**src/rtl/muldiv_unit.sv**
```systemverilog
`default_nettype none
// ============================================================================
// Module   : muldiv_unit
// Function : Iterative RV32M multiply/divide. Radix-2 shift-add and
//            restoring division over 32 cycles; divide-by-zero and signed
//            overflow complete early.
// Revision : 1.0 - initial release
// ============================================================================
module muldiv_unit #(
  parameter int XLEN = 32
) (
  input  logic            clk,
  input  logic            rst,
  input  logic            start,
  input  logic [2:0]      funct3,
  input  logic [XLEN-1:0] rdata1E,
  input  logic [XLEN-1:0] rdata2E,
  input  logic [4:0]      waddrE,
  input  logic            flush,
  output logic            busy,
  output logic            done,
  output logic [XLEN-1:0] result,
  output logic [4:0]      waddrM
);

  typedef enum logic [1:0] {
    S_IDLE = 2'd0,
    S_CALC = 2'd1,
    S_DONE = 2'd2
  } state_t;

  state_t              r_state;
  logic [4:0]          r_cnt;
  logic [2:0]          r_op;
  logic                r_neg;
  logic                r_rneg;
  logic [2*XLEN-1:0]   r_a;
  logic [2*XLEN-1:0]   r_acc;
  logic [XLEN-1:0]     r_b;
  logic                r_busy;
  logic                r_done;
  logic [XLEN-1:0]     r_result;
  logic [4:0]          r_waddr;

  logic                w_is_div;
  logic                w_a_sgn;
  logic                w_b_sgn;
  logic                w_a_neg;
  logic                w_b_neg;
  logic                w_div0;
  logic                w_ovf;
  logic [XLEN-1:0]     w_a_mag;
  logic [XLEN-1:0]     w_b_mag;
  logic [XLEN-1:0]     w_spec;
  logic [XLEN:0]       w_sh;
  logic [XLEN-1:0]     w_sub;
  logic                w_ge;
  logic [2*XLEN-1:0]   w_acc_nxt;
  logic [2*XLEN-1:0]   w_prod;
  logic [XLEN-1:0]     w_quo;
  logic [XLEN-1:0]     w_rem;
  logic [XLEN-1:0]     w_fix;

  // Operand decode, evaluated only while IDLE accepts a request.
  always_comb begin
    w_is_div = funct3[2];
    w_a_sgn  = w_is_div ? ~funct3[0] : ((funct3 == 3'b001) || (funct3 == 3'b010));
    w_b_sgn  = w_is_div ? ~funct3[0] : (funct3 == 3'b001);
    w_a_neg  = w_a_sgn & rdata1E[XLEN-1];
    w_b_neg  = w_b_sgn & rdata2E[XLEN-1];
    w_a_mag  = w_a_neg ? -rdata1E : rdata1E;
    w_b_mag  = w_b_neg ? -rdata2E : rdata2E;
    w_div0   = w_is_div && (rdata2E == '0);
    w_ovf    = w_is_div && !funct3[0] && (rdata1E == {1'b1, {(XLEN-1){1'b0}}}) &&
               (rdata2E == '1);
    if (w_div0)
      w_spec = funct3[1] ? rdata1E : '1;
    else
      w_spec = funct3[1] ? '0 : rdata1E;  // overflow: rs1 is already the most-negative value
  end

  // One iteration step plus the sign fix-up applied on the final step.
  always_comb begin
    w_sh  = {r_acc[2*XLEN-1:XLEN], r_acc[XLEN-1]};
    w_ge  = (w_sh >= {1'b0, r_b});
    w_sub = w_sh[XLEN-1:0] - r_b;
    if (r_op[2])
      w_acc_nxt = {(w_ge ? w_sub : w_sh[XLEN-1:0]), r_acc[XLEN-2:0], w_ge};
    else
      w_acc_nxt = r_b[0] ? (r_acc + r_a) : r_acc;
    w_prod = r_neg  ? -w_acc_nxt : w_acc_nxt;
    w_quo  = r_neg  ? -w_acc_nxt[XLEN-1:0] : w_acc_nxt[XLEN-1:0];
    w_rem  = r_rneg ? -w_acc_nxt[2*XLEN-1:XLEN] : w_acc_nxt[2*XLEN-1:XLEN];
    if (r_op[2])
      w_fix = r_op[1] ? w_rem : w_quo;
    else
      w_fix = (r_op[1:0] == 2'b00) ? w_prod[XLEN-1:0] : w_prod[2*XLEN-1:XLEN];
  end

  always_ff @(posedge clk or negedge rst) begin
    if (!rst) begin
      r_state  <= S_IDLE;
      r_cnt    <= '0;
      r_op     <= '0;
      r_neg    <= 1'b0;
      r_rneg   <= 1'b0;
      r_a      <= '0;
      r_acc    <= '0;
      r_b      <= '0;
      r_busy   <= 1'b0;
      r_done   <= 1'b0;
      r_result <= '0;
      r_waddr  <= '0;
    end else if (flush) begin
      r_state <= S_IDLE;
      r_busy  <= 1'b0;
      r_done  <= 1'b0;
    end else begin
      case (r_state)
        S_IDLE: begin
          if (start) begin
            r_op    <= funct3;
            r_waddr <= waddrE;
            r_neg   <= w_a_neg ^ w_b_neg;
            r_rneg  <= w_a_neg;
            r_busy  <= 1'b1;
            r_cnt   <= '0;
            r_b     <= w_b_mag;
            if (w_div0 || w_ovf) begin
              r_acc   <= {{XLEN{1'b0}}, w_spec};
              r_state <= S_DONE;
            end else begin
              r_state <= S_CALC;
              if (funct3[2]) begin
                r_a   <= '0;
                r_acc <= {{XLEN{1'b0}}, w_a_mag};
              end else begin
                r_a   <= {{XLEN{1'b0}}, w_a_mag};
                r_acc <= '0;
              end
            end
          end
        end
        S_CALC: begin
          r_acc <= w_acc_nxt;
          r_a   <= {r_a[2*XLEN-2:0], 1'b0};
          r_b   <= r_op[2] ? r_b : {1'b0, r_b[XLEN-1:1]};
          r_cnt <= r_cnt + 5'd1;
          if (r_cnt == 5'd31) begin
            r_result <= w_fix;
            r_done   <= 1'b1;
            r_state  <= S_DONE;
          end
        end
        S_DONE: begin
          // Early-exit results spend one extra cycle here so done lands one edge after acceptance.
          if (r_done) begin
            r_done  <= 1'b0;
            r_busy  <= 1'b0;
            r_state <= S_IDLE;
          end else begin
            r_done   <= 1'b1;
            r_result <= r_acc[XLEN-1:0];
          end
        end
        default: r_state <= S_IDLE;
      endcase
    end
  end

  assign busy   = r_busy;
  assign done   = r_done;
  assign result = r_result;
  assign waddrM = r_waddr;

endmodule
`default_nettype wire

```
**config.mk**
```make
export PLATFORM = sky130hd
export DESIGN_NAME = muldiv_unit
export DESIGN_NICKNAME = d
export VERILOG_FILES = /design/src/rtl/muldiv_unit.sv
export SDC_FILE = /design/constraint.sdc
export NUM_CORES = 1
export LEC_CHECK = 0
export BUFFER_PORTS_ARGS = -buffer_cell sky130_fd_sc_hd__buf_4
export CAP_MARGIN = 20
export CORE_MARGIN = 1.5
export CORE_UTILIZATION = 40
export DETAILED_ROUTE_END_ITERATION = 16
export HOLD_SLACK_MARGIN = 0.12
export REMOVE_ABC_BUFFERS = 1
export SLEW_MARGIN = 20
export SYNTH_ARGS = -nofsm -noshare
export SYNTH_HDL_FRONTEND = slang
export SYNTH_SLANG_ARGS = --single-unit
export TNS_END_PERCENT = 10
```
**constraint.sdc**
```tcl
create_clock -name clk -period 7.1 [get_ports clk]
set_clock_uncertainty 0.05 [all_clocks]
set_input_delay 1.42 -clock clk [delete_from_list [all_inputs] [get_ports clk]]
set_output_delay 1.42 -clock clk [all_outputs]
set_load 0.1 [all_outputs]
```
==> impl_metrics.csv <==
group,metric,value,unit
run_status,status,"completed",
worst_setup_path,crit_family,"compound AO/OA/AOI/OAI gates",
pwr,ir_worst_vdd,0.2151,mV
clock_tree,path_clk_slew,60,ps
clock_tree,clk_latency,600,ps
timing,fin_setup_tns,0,ps
route,wl,99.02,mm
worst_setup_path,critPathKind,"reg -> reg",
timing,setup_viol,0,
timing,slew_headroom,0.2843,
worst_setup_path,path_cells,"ha_1 > inv_1 > fa_1 > nand2b_1 > a211oi_1 > o21ai_0 > a2111oi_0 > a211o_1 > mux2i_1 > a32oi_1 > nand3b_1 > nor3b_1 > nand3_1 > buf_4 > or2_2 > or4_1 > nand3_1 > o311ai_1",
clock_tree,post_cts_resized,0,
place,numPortBuffers,114,
global_route,gr-usage-all-layers,0.3448,
global_route,grt_max_degree,97,
worst_setup_path,crit_top_cell,"nand3_1",
finish,fin_cells,3659,
synth,synthTopCellsByCount,"nand2_1 (378), o21ai_0 (320), a21oi_1 (286), nor2_1 (224), dfrtp_1 (211)",
clock_tree,ctsHoldBuffers,0,
route,drc,0,
worst_setup_path,critPathLaunchType,"register",
route,vias,24360,
worst_hold_path,hold-path-cell-count,2,
synth,netlist_area,0.02152,mm²
synth,ys_seq_area_frac,0.2453,
clock_tree,cts-root-buf,"clkbuf_16",
synth,ys_ff_latch,211,
synth,ys_warn_count,0,
floorplan,dieWidth,235.0,µm
pwr,power_density,349.2,mW/mm²
worst_setup_path,crit_slowest_cell,"a2111oi_0",
place,dp_hpwl,76.58,mm
synth,synth_top_cell_by_area,"dfrtp_1",
timing,slew_violations,0,
timing,fin_crit,6262,ps
floorplan,die-height,235.0,µm
clock_tree,cts_tree,"done",
floorplan,num_rows,84,
route,dr.pass1.iters,6,
global_route,antenna_found_initial,1,
global_route,grt_pass1_wl,146.3,mm
clock_tree,cts_inserted_buffers,27,
synth,synth_ff_type,"dfrtp_1",
timing,period_share,0.8820,
synth,netlist_instances,2943,
floorplan,start_util,0.4072,
finish,insertedDiodeCount,0,
global_route,grt_pass1_vias,22420,
route,ant_nets,0,
synth,synth_cell_type_count,89,
route,drt-wirelength-per-cell,27.06,µm
route,viasPerCell,6.657,
timing,timing.fmax,0.1597,GHz
floorplan,placeableCoreArea,0.05287,mm²
synth,synthTopCellsByArea,"dfrtp_1 (25%), o21ai_0 (7.4%), a21oi_1 (6.7%), nand2_1 (6.6%), ha_1 (5.9%)",
clock_tree,clkSinkCount,211,
worst_hold_path,hold_path_class,"reg -> reg",
run,max_cap_viol_count,0,
floorplan,io_pins,115,
synth,synth_edf_count,0,
timing,finalHoldViolCount,0,
worst_setup_path,cp_max_fo,12,
place,gp_congestion,1.002,
synth,avgSynthCellArea,7.314,µm²
worst_setup_path,cp_num_cells,18,
pwr,finalPower,8.354,mW
global_route,overflow,0,
synth,synth_top_area_share,0.2453,
finish,syn_to_final_growth,11.13,%
synth,synth_most_common_cell,"nand2_1",
worst_setup_path,crit_buf_inv,2,
worst_setup_path,worstPathArrival,6660,ps
worst_setup_path,critical-path-max-stage-delay,900,ps
worst_setup_path,endpoint_kind,"register",
worst_setup_path,r2r_cells,18,
synth,async_reset_ff_frac,1.000,
clock_tree,clockBufferDepth,3,
route,drt_iter0_markers,2866,
timing,tightest_slew,1062,ps
finish,fillCellCount,5418,
worst_setup_path,cp_data_required_time,7500,ps
finish,drive_above_1_share,0.09122,
pwr,p_leak,9.857,nW
finish,nets,3133,
clock_tree,post-cts-setup-buffers,0,
clock_tree,cts_htree_levels,1,
floorplan,die_area,0.05521,mm²
place,place_inst,3612,
timing,grt_setup_unrepaired,"false",
## state kept, by name (all words and copies together), names as in the netlist
signal	cells
r_op	3
busy	1
done	1
waddrM	5
r_a	64
r_acc	64
r_state	2
r_rneg	1
r_cnt	5
r_neg	1
result	32
r_b	32
## tightest hold or removal path, cell delays in order (launching register included)
cell	delay, ps
dfrtp_1	340
nand2_1	50
nand2_1	60
## layout make-up
cell class                 instances  area, µm²  share of cell area
tap                              688      860.8             0.03599
clock buffer                      39      760.7             0.03180
timing repair buffer             182       1386             0.05796
inverter                          84      315.3             0.01318
sequential                       211       5281              0.2208
clock inverter                     8      111.4            0.004655
multi-input combinational       2447      15200              0.6356
## cell families (layout without fill, tap and decap cells)
kind of cell | after synthesis | in the layout | share of synthesized area
compound gates | 1090 | 1090 | 0.3238
xor+xnor | 186 | 186 | 0.07568
fa+ha+maj | 111 | 111 | 0.06441
buf+inv | 285 | 313 | 0.05063
flops | 211 | 211 | 0.2453
mux | 32 | 32 | 0.01564
simple gates | 1028 | 1028 | 0.2246
## layer usage
| layer | wire [µm] | vias up | global-route usage |
|---|---|---|---|
| met5 | 13 | - | 0 |
| met4 | 5681 | 2 | 0.1720 |
| met3 | 8607 | 264 | 0.05604 |
| met2 | 42960 | 1319 | 0.5314 |
| met1 | 41760 | 11830 | 0.4664 |
| li1 | - | 10950 | - |
## power by group
part / switching (mW) / internal (mW) / total (mW)
clock network: 0.588 / 0.814 / 1.40
registers: 0.426 / 1.41 / 1.83
logic: 3.43 / 1.68 / 5.12
## stage by stage
step | cell area, µm² | hold slack [ps] | setup WS (ps) | util
after floorplan | 20750 | 413.8 | -2107 | -
after global placement | 23050 | 414.5 | 1249 | 0.4360
after detailed placement | 23050 | 417.1 | 1106 | 0.4360
after CTS | 23920 | 432.4 | 1126 | 0.4525
after global routing | 23920 | 472.4 | 595.4 | 0.4525
final | 23920 | 437.6 | 837.7 | 0.4525
## final timing paths
kind,start,to,slack [ps]
max,r_acc[0],result[27],840
min,waddrM[3],waddrM[3],440
max reg2reg,r_acc[0],result[27],840
min reg2reg,waddrM[3],waddrM[3],440
max in group asynchronous,rst,r_a[21],4660
min in group asynchronous,rst,r_a[50],780
## layout by cell type (no fill, tap or decap), types with 82 or more instances in the layout
master / instances
nor2_1: 220
dfrtp_1: 210
buf_4: 180
inv_1: 82
xnor2_1: 104
xor2_1: 82
a21oi_1: 286
nand2_1: 378
ha_1: 102
o21ai_0: 319
nor3_1: 83
Note: power is estimated with default switching activity, not from simulation.
